### config.mk
export PLATFORM = sky130hd
export DESIGN_NAME = mdu_iter
export DESIGN_NICKNAME = d
export VERILOG_FILES = /design/src/rtl/mdu_pkg.sv /design/src/rtl/mdu_step.sv /design/src/rtl/mdu_iter.sv
export SDC_FILE = /design/constraint.sdc
export NUM_CORES = 1
export LEC_CHECK = 0
export BUFFER_PORTS_ARGS = -buffer_cell sky130_fd_sc_hd__buf_2
export CAP_MARGIN = 20
export CORE_MARGIN = 5
export CORE_UTILIZATION = 40
export DETAILED_ROUTE_END_ITERATION = 10
export SKIP_LAST_GASP = 1
export SLEW_MARGIN = 25
export SYNTH_ARGS = -nofsm -noshare
export SYNTH_HDL_FRONTEND = slang
export SYNTH_HIERARCHICAL = 1
export SYNTH_SLANG_ARGS = --single-unit
### constraint.sdc
create_clock -name clk -period 7.2 [get_ports clk]
set_clock_uncertainty 0.15 [all_clocks]
set_input_delay 0.36 -clock clk [delete_from_list [all_inputs] [get_ports clk]]
set_output_delay 0.36 -clock clk [all_outputs]
set_load 0.005 [all_outputs]
### src/rtl/mdu_pkg.sv
// Shared types and constants for the iterative RV32M multiply/divide unit.
package mdu_pkg;

  typedef enum logic [2:0] {
    OP_MUL    = 3'd0,
    OP_MULH   = 3'd1,
    OP_MULHSU = 3'd2,
    OP_MULHU  = 3'd3,
    OP_DIV    = 3'd4,
    OP_DIVU   = 3'd5,
    OP_REM    = 3'd6,
    OP_REMU   = 3'd7
  } mdu_op_t;

  typedef enum logic [1:0] {
    IDLE = 2'd0,
    CALC = 2'd1,
    FIX  = 2'd2,
    DONE = 2'd3
  } mdu_state_t;

  localparam int          MDU_STEPS = 32;
  localparam logic [31:0] DIV0_Q    = 32'hFFFFFFFF;
  localparam logic [31:0] INT_MIN   = 32'h80000000;

endpackage

### src/rtl/mdu_step.sv
// One combinational iteration: shift-add for multiply, restoring trial-subtract for divide.
// acc holds {high, low}: product/multiplier for multiply, remainder/dividend-quotient for divide.
module mdu_step (
  input  logic        is_div,
  input  logic [63:0] acc,
  input  logic [31:0] opnd,
  output logic [63:0] acc_next
);

  logic [32:0] sum;
  logic [32:0] rem_shift;
  logic [31:0] sub;
  logic        ge;

  always_comb begin
    sum       = {1'b0, acc[63:32]} + (acc[0] ? {1'b0, opnd} : 33'd0);
    rem_shift = {acc[63:32], acc[31]};
    // The partial remainder never exceeds the divisor, so the 32-bit difference is exact when ge.
    ge        = rem_shift >= {1'b0, opnd};
    sub       = rem_shift[31:0] - opnd;
    if (is_div)
      acc_next = ge ? {sub, acc[30:0], 1'b1} : {rem_shift[31:0], acc[30:0], 1'b0};
    else
      acc_next = {sum, acc[31:1]};
  end

endmodule

### src/rtl/mdu_iter.sv
// Iterative RV32M multiply/divide unit with start/busy/done handshake.
// Define MDU_FAST_MUL_EN for a single-cycle 32x32 multiplier on the multiply ops.
module mdu_iter
  import mdu_pkg::*;
#(
  parameter int XLEN = 32
) (
  input  logic            clk,
  input  logic            reset_n,
  input  logic            start,
  input  logic [2:0]      funct3,
  input  logic [XLEN-1:0] a,
  input  logic [XLEN-1:0] b,
  input  logic [4:0]      rd,
  output logic            busy,
  output logic            done,
  output logic [XLEN-1:0] result,
  output logic [4:0]      wb_rd,
  output logic            wb_we
);

  mdu_state_t  state;
  mdu_op_t     op;
  logic [5:0]  cnt;
  logic [63:0] acc;
  logic [63:0] step_next;
  logic [31:0] opnd;
  logic [4:0]  rd_q;
  logic        neg_res;
  logic        neg_rem;
  logic        special;

  mdu_op_t     op_in;
  logic        in_div;
  logic        a_sgn;
  logic        b_sgn;
  logic        in_special;
  logic [31:0] a_mag;
  logic [31:0] b_mag;
  logic [31:0] spec_val;
  logic [63:0] prod;
  logic [31:0] quo;
  logic [31:0] rem;
  logic [31:0] fix_val;

  mdu_step u_step (
    .is_div   (op[2]),
    .acc      (acc),
    .opnd     (opnd),
    .acc_next (step_next)
  );

  // Magnitude conversion and special-case detection on the incoming operands.
  always_comb begin
    op_in      = mdu_op_t'(funct3);
    in_div     = funct3[2];
    a_sgn      = a[31] & (op_in inside {OP_MULH, OP_MULHSU, OP_DIV, OP_REM});
    b_sgn      = b[31] & (op_in inside {OP_MULH, OP_DIV, OP_REM});
    a_mag      = a_sgn ? -a : a;
    b_mag      = b_sgn ? -b : b;
    in_special = 1'b0;
    spec_val   = '0;
    if (in_div && b == '0) begin
      in_special = 1'b1;
      spec_val   = funct3[1] ? a : DIV0_Q;
    end else if ((op_in == OP_DIV || op_in == OP_REM) && a == INT_MIN && b == DIV0_Q) begin
      in_special = 1'b1;
      spec_val   = funct3[1] ? 32'd0 : INT_MIN;
    end
  end

  always_comb begin
    prod    = neg_res ? -acc : acc;
    quo     = neg_res ? -acc[31:0] : acc[31:0];
    rem     = neg_rem ? -acc[63:32] : acc[63:32];
    fix_val = '0;
    if (special)
      fix_val = acc[31:0];
    else begin
      case (op)
        OP_MUL:                        fix_val = prod[31:0];
        OP_MULH, OP_MULHSU, OP_MULHU:  fix_val = prod[63:32];
        OP_DIV, OP_DIVU:               fix_val = quo;
        default:                       fix_val = rem;
      endcase
    end
  end

  always_ff @(posedge clk) begin
    if (!reset_n) begin
      state   <= IDLE;
      op      <= OP_MUL;
      cnt     <= '0;
      acc     <= '0;
      opnd    <= '0;
      rd_q    <= '0;
      neg_res <= 1'b0;
      neg_rem <= 1'b0;
      special <= 1'b0;
      busy    <= 1'b0;
      done    <= 1'b0;
      result  <= '0;
      wb_rd   <= '0;
      wb_we   <= 1'b0;
    end else begin
      case (state)
        IDLE: begin
          if (start) begin
            busy    <= 1'b1;
            op      <= op_in;
            rd_q    <= rd;
            neg_res <= a_sgn ^ b_sgn;
            neg_rem <= a_sgn;
            special <= in_special;
            cnt     <= '0;
            opnd    <= b_mag;
            if (in_special) begin
              acc   <= {32'd0, spec_val};
              state <= FIX;
            end
`ifdef MDU_FAST_MUL_EN
            else if (!in_div) begin
              acc   <= {32'd0, a_mag} * {32'd0, b_mag};
              state <= FIX;
            end
`endif
            else begin
              acc   <= {32'd0, a_mag};
              state <= CALC;
            end
          end
        end
        CALC: begin
          acc <= step_next;
          cnt <= cnt + 6'd1;
          if (cnt == 6'(MDU_STEPS - 1))
            state <= FIX;
        end
        FIX: begin
          result <= fix_val;
          wb_rd  <= rd_q;
          wb_we  <= (rd_q != 5'd0);
          done   <= 1'b1;
          state  <= DONE;
        end
        DONE: begin
          done  <= 1'b0;
          wb_we <= 1'b0;
          busy  <= 1'b0;
          state <= IDLE;
        end
        default: state <= IDLE;
      endcase
    end
  end

endmodule

==> qor.yml, run 1 <==
dp_slack_ns: 3.20
viasPerCell: 6.40
critPathKind: "register to register"
die_w_um: 209
drt-initial-drc-count: 1610
crit_buf_inv: 1
cts_sinks: 155
synth_area_leaders: "dfxtp_1 20%, ha_1 5.9%, o21ai_0 4.9%"
first_pass_iters: 7
maxCapViolCount: 0
ios: 115
tightest_slew_ns: 0.982
synth-edff-count: 0
synthCells: 2135
path_cells: "buf_4, and2_1, ha_1, fa_1, a21o_1, a211oi_2, and4bb_1, o211ai_2, a211oi_2, o211ai_2, or4b_1, and4_1, a221o_1, a22oi_1, nor2b_1"
antenna_found_initial: 0
leakage_nw: 7.03
cp.required_ns: 7.39
cp_max_fo: 39
r2r_slack_ns: 3.08
grt_usage_pct: 26.7
slew-limit-headroom_pct: 34.5
start_util_pct: 40.6
h-tree-depth: 4
status: "complete, no violations"
powerDensity_nw_per_um2: 324
grt_pass1_vias: 15700
startpoint_type: "register"
hold_viol: 0
synth_area_leader_cell: "dfxtp_1"
power.total_mw: 5.57
grt_pass1_wl_mm: 94.1
drc: 0
num_antenna_cells: 0
ys_ff_latch: 155
synth_area_per_cell_sq_um: 7.40
port_buffers: 114
finalNonFillerCells: 2669
vdd_drop_max_mv: 0.206
placed_area_sq_um: 16600
rsz0062_at_grt: "false"
synth_fp_nets: 2286
hpwl_mm: 45.4
totalWireLength_mm: 61.2
cp.arrival_ns: 4.31
post_route_cells_drive_above_1_share_pct: 12.3
hold_path.class: "primary input to register"
cts_tree: "built"
synthArstFlopShare_pct: 0
maxSlewViolCount: 0
seq_area_frac_synth_pct: 19.6
endpoint_kind: "register"
dpl.cell_count: 2634
place_congestion: 0.993
via_count: 17100
synth.top_cell.area_share_pct: 19.6
syn_area_sq_um: 15800
grt-ovfl-total: 0
synthFlopType: "dfxtp_1"
min_period_ns: 4.12
cts_inserted_buffers: 17
mostFrequentLayoutCells: "175 x nand2_1, 155 x o21ai_0, 154 x dfxtp_1"
coreArea_sq_um: 38900
min_period_over_period_pct: 57.2
crit_path_top_delay_cell: "or4b_1"
synth_warnings: 6
setup_ws_ns: 3.08
clk_pin_slew_ns: 0.07
finalNetCount: 2290
rows: 72
drtAntennaViolNets: 0
final_area_sq_um: 17200
slowest_delay_ns: 0.44
clockBufferDepth: 2
clock-root-buffer: "clkbuf_16"
fill_cells: 4106
max_freq_ghz: 0.243
synthToLayoutAreaGrowth_pct: 8.69
fp.dieH_um: 209
grt_max_degree: 90
yosysUniqueCellTypes: 95
layout_commonest_cell: "nand2_1"
clkLatencyLatePin_ns: 0.46
cp_top_family: "compound AO/OA/AOI/OAI gates"
post_cts_buffers: 0
finalSetupTns_ns: 0
wire_per_inst_um: 22.9
setup_viol: 0
die_area_sq_um: 43600
-- synth_stat cells (all sizes together) (17+ instances only) --
master and count:
a211oi 19, a21o 47, a21oi 130, a221oi 21
a22oi 43, a31oi 37, and2 45, and3 17
buf 24, clkbuf 132, dfxtp 155, ha 74
inv 94, mux2 34, mux2i 41, nand2 175
nand3 57, nand4 24, nor2 138, nor2b 56
nor3 51, nor4 42, o211a 25, o211ai 36
o21a 19, o21ai 176, o221ai 18, o31ai 27
o41ai 19, or3 39, or4 21, xnor2 86
xor2 52
-- metrics by stage --
step / util [%] / hold WS [ns]
5_1_grt: 44.1 / 0.0238
3_5_place_dp: 42.6 / 0.285
2_1_floorplan: - / 0.292
6_report: 44.1 / 0.00995
4_1_cts: 44.1 / 0.00481
3_3_place_gp: 42.6 / 0.303
-- power by group --
group	switching [mW]	internal, mW	leakage [nW]
clock	0.434	0.459	0.264
sequential	0.403	1.07	1.27
combinational	2.04	1.16	5.50
total	2.88	2.69	7.03
-- metal layers --
| layer | vias up | GRT usage (%) | wire, um |
|---|---|---|---|
| li1 | 7947 | - | - |
| met1 | 8151 | 38.7 | 27700 |
| met5 | - | 0 | 0 |
| met3 | 128 | 3.16 | 4470 |
| met2 | 859 | 41.0 | 26900 |
| met4 | 0 | 9.54 | 2060 |
-- timing repair --
| action | in CTS | in global routing |
|---|---|---|
| gates resized for setup | 0 | 0 |
| hold buffers | 4 | 0 |
| endpoints found under the hold margin | 4 | 0 |
-- registers in the layout, indices dropped and copies added, names as in the netlist --
| signal | count |
|---|---|
| acc | 64 |
| busy | 1 |
| cnt | 6 |
| done | 1 |
| neg_rem | 1 |
| neg_res | 1 |
| op | 3 |
| opnd | 32 |
| rd_q | 5 |
| result | 32 |
| special | 1 |
| state | 2 |
| wb_rd | 5 |
| wb_we | 1 |
-- tightest hold or removal path, stage by stage --
cell and delay, ns:
buf_2 0.09, nand2_1 0.04, a21boi_0 0.06
-- layout make-up --
cell class	count	area, sq um	share of cell area [%]
well taps	518	648	3.77
clock inverters	12	108	0.626
repair buffers	141	786	4.57
clock buffers	19	443	2.58
multi-input cells	1730	11700	68.3
flip-flops and latches	155	3100	18.1
inverters	94	353	2.05
-- final timing paths --
kind | cells past startpoint | to | start
worst min register to register | 1 | done | done
worst min-delay path | 3 | rd_q[2] | rd[2]
worst max register to register | 15 | acc[59] | acc[0]
worst max-delay path | 15 | acc[59] | acc[0]
-- cells by family (layout without fill, tap and decap cells) --
family                     count (synthesis)  in the layout  synth area share [%]
and+or+nand+nor                          723            723                  24.2
AOI/OAI and AO/OA                        718            718                  31.1
muxes                                     75             75                  5.04
buffers and inverters                    250            266                  6.26
adders and majority gates                 76             76                  6.11
DFF                                      155            155                  19.6
xor gates and xnor gates                 138            138                  7.65
No activity file was read; power rests on OpenSTA's default activity.
==> inputs of run 2 (changes only) <==
- ABC_AREA: unset -> 1
- clock period: 7.2 -> 4.2 ns (I/O delays scaled with it)
==> qor.yml, run 2 <==
cts_tree: "built"
min_period_ns: 3.32  # -0.799 ns
clk_pin_slew_ns: 0.07  # about the same
cp.arrival_ns: 3.49  # -0.82 ns
largest_reg_flops: 64  # unchanged
post_route_cells_drive_above_1_share_pct: 8.44  # -3.8 points
powerDensity_nw_per_um2: 550  # +70%
grt_pass1_wl_mm: 119  # +26%
cts_sinks: 155  # unchanged
setup_ws_ns: 0.879  # -2.20 ns
maxCapViolCount: 0  # unchanged
clkLatencyLatePin_ns: 0.47  # about the same
power.total_mw: 11.2  # +100%
hpwl_mm: 60.1  # +32%
synth-edff-count: 0  # unchanged
status: "complete, no violations"
hold_path.class: "primary input to register"
tightest_slew_ns: 1.02  # +0.0374 ns
rsz0062_at_grt: "false"
port_buffers: 114  # unchanged
synthToLayoutAreaGrowth_pct: 10.9
synth_common_cells: "1114 x nand2_1, 462 x nor2_1, 417 x inv_1"
die_area_sq_um: 50300  # +15%
mostFrequentLayoutCells: "1114 x nand2_1, 459 x nor2_1, 417 x inv_1"
synth.top_cell.area_share_pct: 22.8  # +3.1 points
max_freq_ghz: 0.301  # +24%
synth_most_common_cell: "nand2_1"
setup_viol: 0  # unchanged
yosysUniqueCellTypes: 52  # -45%
cp_common_cell: "nand2_1"
coreArea_sq_um: 45400  # +17%
grt-ovfl-total: 0  # unchanged
wire_per_inst_um: 18.7  # -19%
slew-limit-headroom_pct: 32.1  # -2.4 points
drt-initial-drc-count: 2571  # +60%
synth_area_leader_cell: "nand2_1"
critPathKind: "register to register"
synthCells: 3446  # +61%
syn_area_sq_um: 18400  # +16%
dp_slack_ns: 0.764  # -2.43 ns
via_count: 22600  # +33%
h-tree-depth: 4  # unchanged
first_pass_iters: 7  # unchanged
largest-register: "acc"
vdd_drop_max_mv: 0.318  # +54%
grt_pass1_vias: 20500  # +31%
hold_viol: 0  # unchanged
die_w_um: 224  # +7.5%
drtAntennaViolNets: 0  # unchanged
synth_area_leaders: "nand2_1 23%, dfxtp_1 17%, nor2_1 9.4%"
drc: 0  # unchanged
synth_fp_nets: 3597  # +57%
cts_inserted_buffers: 17  # unchanged
grt_max_degree: 73  # -19%
synth_warnings: 6  # unchanged
maxSlewViolCount: 0  # unchanged
crit_path_top_delay_cell: "dfxtp_1"
startpoint_type: "register"
synth_area_per_cell_sq_um: 5.33  # -28%
totalWireLength_mm: 77.4  # +27%
ios: 115  # unchanged
min_period_over_period_pct: 79.1  # +22 points
clockBufferDepth: 2  # unchanged
rows: 78  # +8.3%
grt_usage_pct: 29.9  # +3.1 points
antenna_found_initial: 1  # +1
slowest_delay_ns: 0.57  # +0.13 ns
layout_commonest_cell: "nand2_1"
start_util_pct: 40.5  # -0.12 points
finalNetCount: 3683  # +61%
fill_cells: 5197  # +27%
viasPerCell: 5.46  # -15%
synthFlopType: "dfxtp_1"
fp.dieH_um: 224  # +7.5%
path_cells: "ha_1, nand2_2, inv_2, nand2_1, nand2_1, a21oi_1, nand2_2, nor2_8, nand2_8, nand2_1, nand2_1, nor2_1, nor2_1, nand2_1, a21oi_1"
seq_area_frac_synth_pct: 16.9  # -2.7 points
place_congestion: 1.03  # +3.3%
ys_ff_latch: 155  # unchanged
finalSetupTns_ns: 0  # unchanged
clock-root-buffer: "clkbuf_16"
cp_max_fo: 33  # -15%
cp.required_ns: 4.37  # -3.02 ns
post_cts_buffers: 0  # unchanged
endpoint_kind: "register"
reg.largest.list: "acc: 64 flops, opnd: 32 flops, result: 32 flops"
synthArstFlopShare_pct: 0  # unchanged
leakage_nw: 10.7  # +53%
[run 2: through the flow]
step	util (%)	hold WS [ns]	area (sq um)	instances
detailed placement	43.1	0.298	19500	4088
global route	44.9	0.0641	20400	4144
finish	44.9	0.0266	20400	4146
CTS	44.9	0.00129	20400	4144
global placement	43.1	0.292	19500	4088
floorplan	-	0.227	18400	3446
[run 2: power by group]
part           total [mW]  leakage [nW]  switching [mW]  internal [mW]
combinational        7.09          9.18            4.96           2.13
clock                1.65         0.284           0.753          0.894
sequential           2.48          1.27           0.614           1.87
total                11.2          10.7            6.33           4.89
[run 2: path summary, 6_finish.rpt]
kind / start / to / slack [ns] / depth (start not counted)
min reg2reg: cnt[4] / cnt[4] / 0.31 / 2
min: b[15] / opnd[15] / 0.03 / 4
max: acc[59] / acc[0] / 0.88 / 15
max reg2reg: acc[59] / acc[0] / 0.88 / 15
[run 2: repair_timing]
| action | CTS | global route |
|---|---|---|
| endpoints found under the hold margin | 25 | 0 |
| gates resized for setup | 0 | 0 |
| hold buffers | 25 | 0 |
[run 2: worst max-delay path: cells and delay by family, from the launching register on]
family / cells / cell delay (ns)
compound gates: 2 / 0.27
fa+ha+maj: 1 / 0.43
buf+inv: 1 / 0.04
flops: 1 / 0.57
simple gates: 11 / 1.70
[run 2: logic make-up after synthesis]
| family | count (synthesis) | synth area share, % |
|---|---|---|
| AND/OR/NAND/NOR | 2040 | 46.6 |
| buffers and inverters | 564 | 12.1 |
| AO/OA/AOI/OAI | 540 | 15.9 |
| flip-flops | 155 | 16.9 |
| adder cells (fa/ha/maj) | 76 | 5.26 |
| XOR/XNOR | 71 | 3.38 |
[run 2: area by class of cell]
type                            count  area, sq um  share of cell area [%]
Multi-Input combinational cell   2727        13100                    64.1
Sequential cell                   155         3110                    15.2
Inverter                          441         1660                    8.13
Timing Repair Buffer              190         1220                    5.97
Tap cell                          600          751                    3.68
Clock buffer                       18          439                    2.15
Clock inverter                     13          145                   0.712
Antenna cell                        2         5.00                  0.0245
[run 2: per-layer routing]
metal,global-route usage (%),routed length [um],up-vias
met5,0,0,-
met4,10.9,2870,0
met3,6.76,8170,167
met2,44.3,32300,1088
met1,42.4,34100,10200
li1,-,-,11200
==> inputs of run 3 (changes only) <==
- clock period: 4.2 -> 2.7 ns (I/O delays scaled with it)
==> qor.yml, run 3 (same netlist as run 2, synthesis figures left out) <==
rsz0062_at_grt: "true"
viasPerCell: 5.43  # -0.61%
largest-register: "acc"
drtAntennaViolNets: 0  # unchanged
synthToLayoutAreaGrowth_pct: 19.8
cp_max_fo: 4  # -88%
cts_sinks: 155  # unchanged
holdPathStages: 6  # +2
antenna_found_initial: 0  # -1
post_route_cells_drive_above_1_share_pct: 14.5  # +6.1 points
startpoint_type: "register"
hpwl_mm: 59.9  # -0.33%
r2r_slack_ns: 0.07  # -0.81 ns
min_period_ns: 2.63  # -0.690 ns
drc: 0  # unchanged
wire_per_inst_um: 18.1  # -3.3%
clkLatencyLatePin_ns: 0.47  # about the same
r2r_cells: 18  # +3
reg.largest.list: "acc: 64 flops, opnd: 32 flops, result: 32 flops"
endpoint_kind: "register"
drt-initial-drc-count: 2389  # -7.1%
vdd_drop_max_mv: 0.478  # +51%
powerDensity_nw_per_um2: 836  # +52%
max_freq_ghz: 0.380  # +26%
r2r_start: "acc[31]"
cp.required_ns: 2.89  # -1.48 ns
min_period_over_period_pct: 97.5  # +18 points
placed_area_sq_um: 20400  # +4.4%
grt_usage_pct: 29.5  # -0.34 points
finalNetCount: 3816  # +3.6%
mostFrequentLayoutCells: "1084 x nand2_1, 439 x nor2_1, 416 x inv_1"
layout_commonest_cell: "nand2_1"
place_congestion: 1.04  # +0.86%
first_pass_iters: 6  # -1
via_count: 23200  # +2.6%
h-tree-depth: 4  # unchanged
critPathKind: "register to register"
die_w_um: 224  # unchanged
hold_viol: 0  # unchanged
crit_start: "acc[31]"
leakage_nw: 11.4  # +6.3%
grt_pass1_wl_mm: 118  # -0.47%
fp.dieH_um: 224  # unchanged
grt_max_degree: 74  # +1.4%
cp.arrival_ns: 2.82  # -0.67 ns
tightest_slew_ns: 0.761  # -0.258 ns
clock-root-buffer: "clkbuf_16"
hp-start: "a[22]"
start_util_pct: 40.5  # unchanged
status: "complete, no violations"
totalWireLength_mm: 77.3  # -0.15%
largest_reg_flops: 64  # unchanged
port_buffers: 114  # unchanged
ios: 115  # unchanged
fill_cells: 4995  # -3.9%
maxSlewViolCount: 0  # unchanged
regArea_sq_um: 3130  # +0.89%
multiInputGateArea_sq_um: 13500  # +3.5%
fin_util_pct: 48.5  # +3.6 points
clk_pin_slew_ns: 0.07  # about the same
grt_pass1_vias: 20800  # +1.3%
maxCapViolCount: 0  # unchanged
slew-limit-headroom_pct: 49.2  # +17 points
grt-ovfl-total: 0  # unchanged
clockBufferDepth: 2  # unchanged
timing.rr.end: "acc[60]"
setup_viol: 0  # unchanged
rows: 78  # unchanged
whs_endpoint: "acc[22]"
cts_tree: "built"
coreArea_sq_um: 45400  # unchanged
final_area_sq_um: 22000  # +8.0%
hold_path.class: "primary input to register"
finalSetupTns_ns: 0  # unchanged
cts_inserted_buffers: 17  # unchanged
die_area_sq_um: 50300  # unchanged
run 3: worst max-delay path by stage:
stage,endpoint,slack [ns],depth (start not counted)
2_1_floorplan,acc[63],0.05,19
3_3_place_gp,acc[59],0.02,16
3_5_place_dp,acc[60],0.05,16
4_1_cts,acc[41],0.02,16
5_1_grt,acc[56],-0.07,14
6_report,acc[60],0.07,18
run 3: layout make-up:
type / count / area share, %
Multi-Input combinational cell: 2727 / 61.5
Sequential cell: 155 / 14.2
Timing Repair Buffer: 323 / 10.8
Inverter: 441 / 7.52
Tap cell: 600 / 3.41
Clock buffer: 20 / 2.07
Clock inverter: 12 / 0.523
Antenna cell: 1 / 0.0114
run 3: timing repair:
item                       in CTS  in global routing
resized for setup               0                148
setup endpoints to repair       0                 46
hold endpoints to repair       53                  0
buffers inserted                0                  3
hold buffers                   48                  0
run 3: power by group:
| part | internal (mW) | switching (mW) | total [mW] |
|---|---|---|---|
| clock | 1.33 | 1.15 | 2.48 |
| sequential | 2.93 | 0.767 | 3.69 |
| combinational | 4.00 | 8.23 | 12.2 |
| total | 8.26 | 10.2 | 18.4 |
run 3: stage by stage:
stage / setup WS (ns) / total power [mW] / cells / hold WS (ns)
2_1_floorplan: 0.0465 / 11.1 / 3446 / 0.152
3_3_place_gp: 0.0166 / 15.2 / 4194 / 0.240
3_5_place_dp: 0.0458 / 15.2 / 4194 / 0.242
4_1_cts: 0.0167 / 17.8 / 4274 / 0.00405
5_1_grt: -0.0721 / 19.8 / 4278 / 0.0521
6_report: 0.0687 / 18.4 / 4279 / 0.0344
run 3: critical path: stages, from the launching register on:
cell     delay [ns]
dfxtp_1        0.33
inv_2          0.10
ha_1           0.15
inv_1          0.06
fa_1           0.38
nand3_1        0.10
nand3_2        0.13
nand2_1        0.11
nand2_1        0.14
nand2_1        0.09
nand2_1        0.10
nand2_1        0.11
nand2_1        0.06
nand2_1        0.06
nand3_1        0.11
nand2_1        0.14
nand2_1        0.06
nand2_1        0.06
a21oi_1        0.06
run 3: metal layers:
layer  up-vias  track usage (%)  share of wire (%)
li1      11500                -                  -
met1     10500             43.3                 45
met2      1142             44.0                 42
met3       135             5.42                 10
met4         0             8.96                3.2
met5         -                0                  0
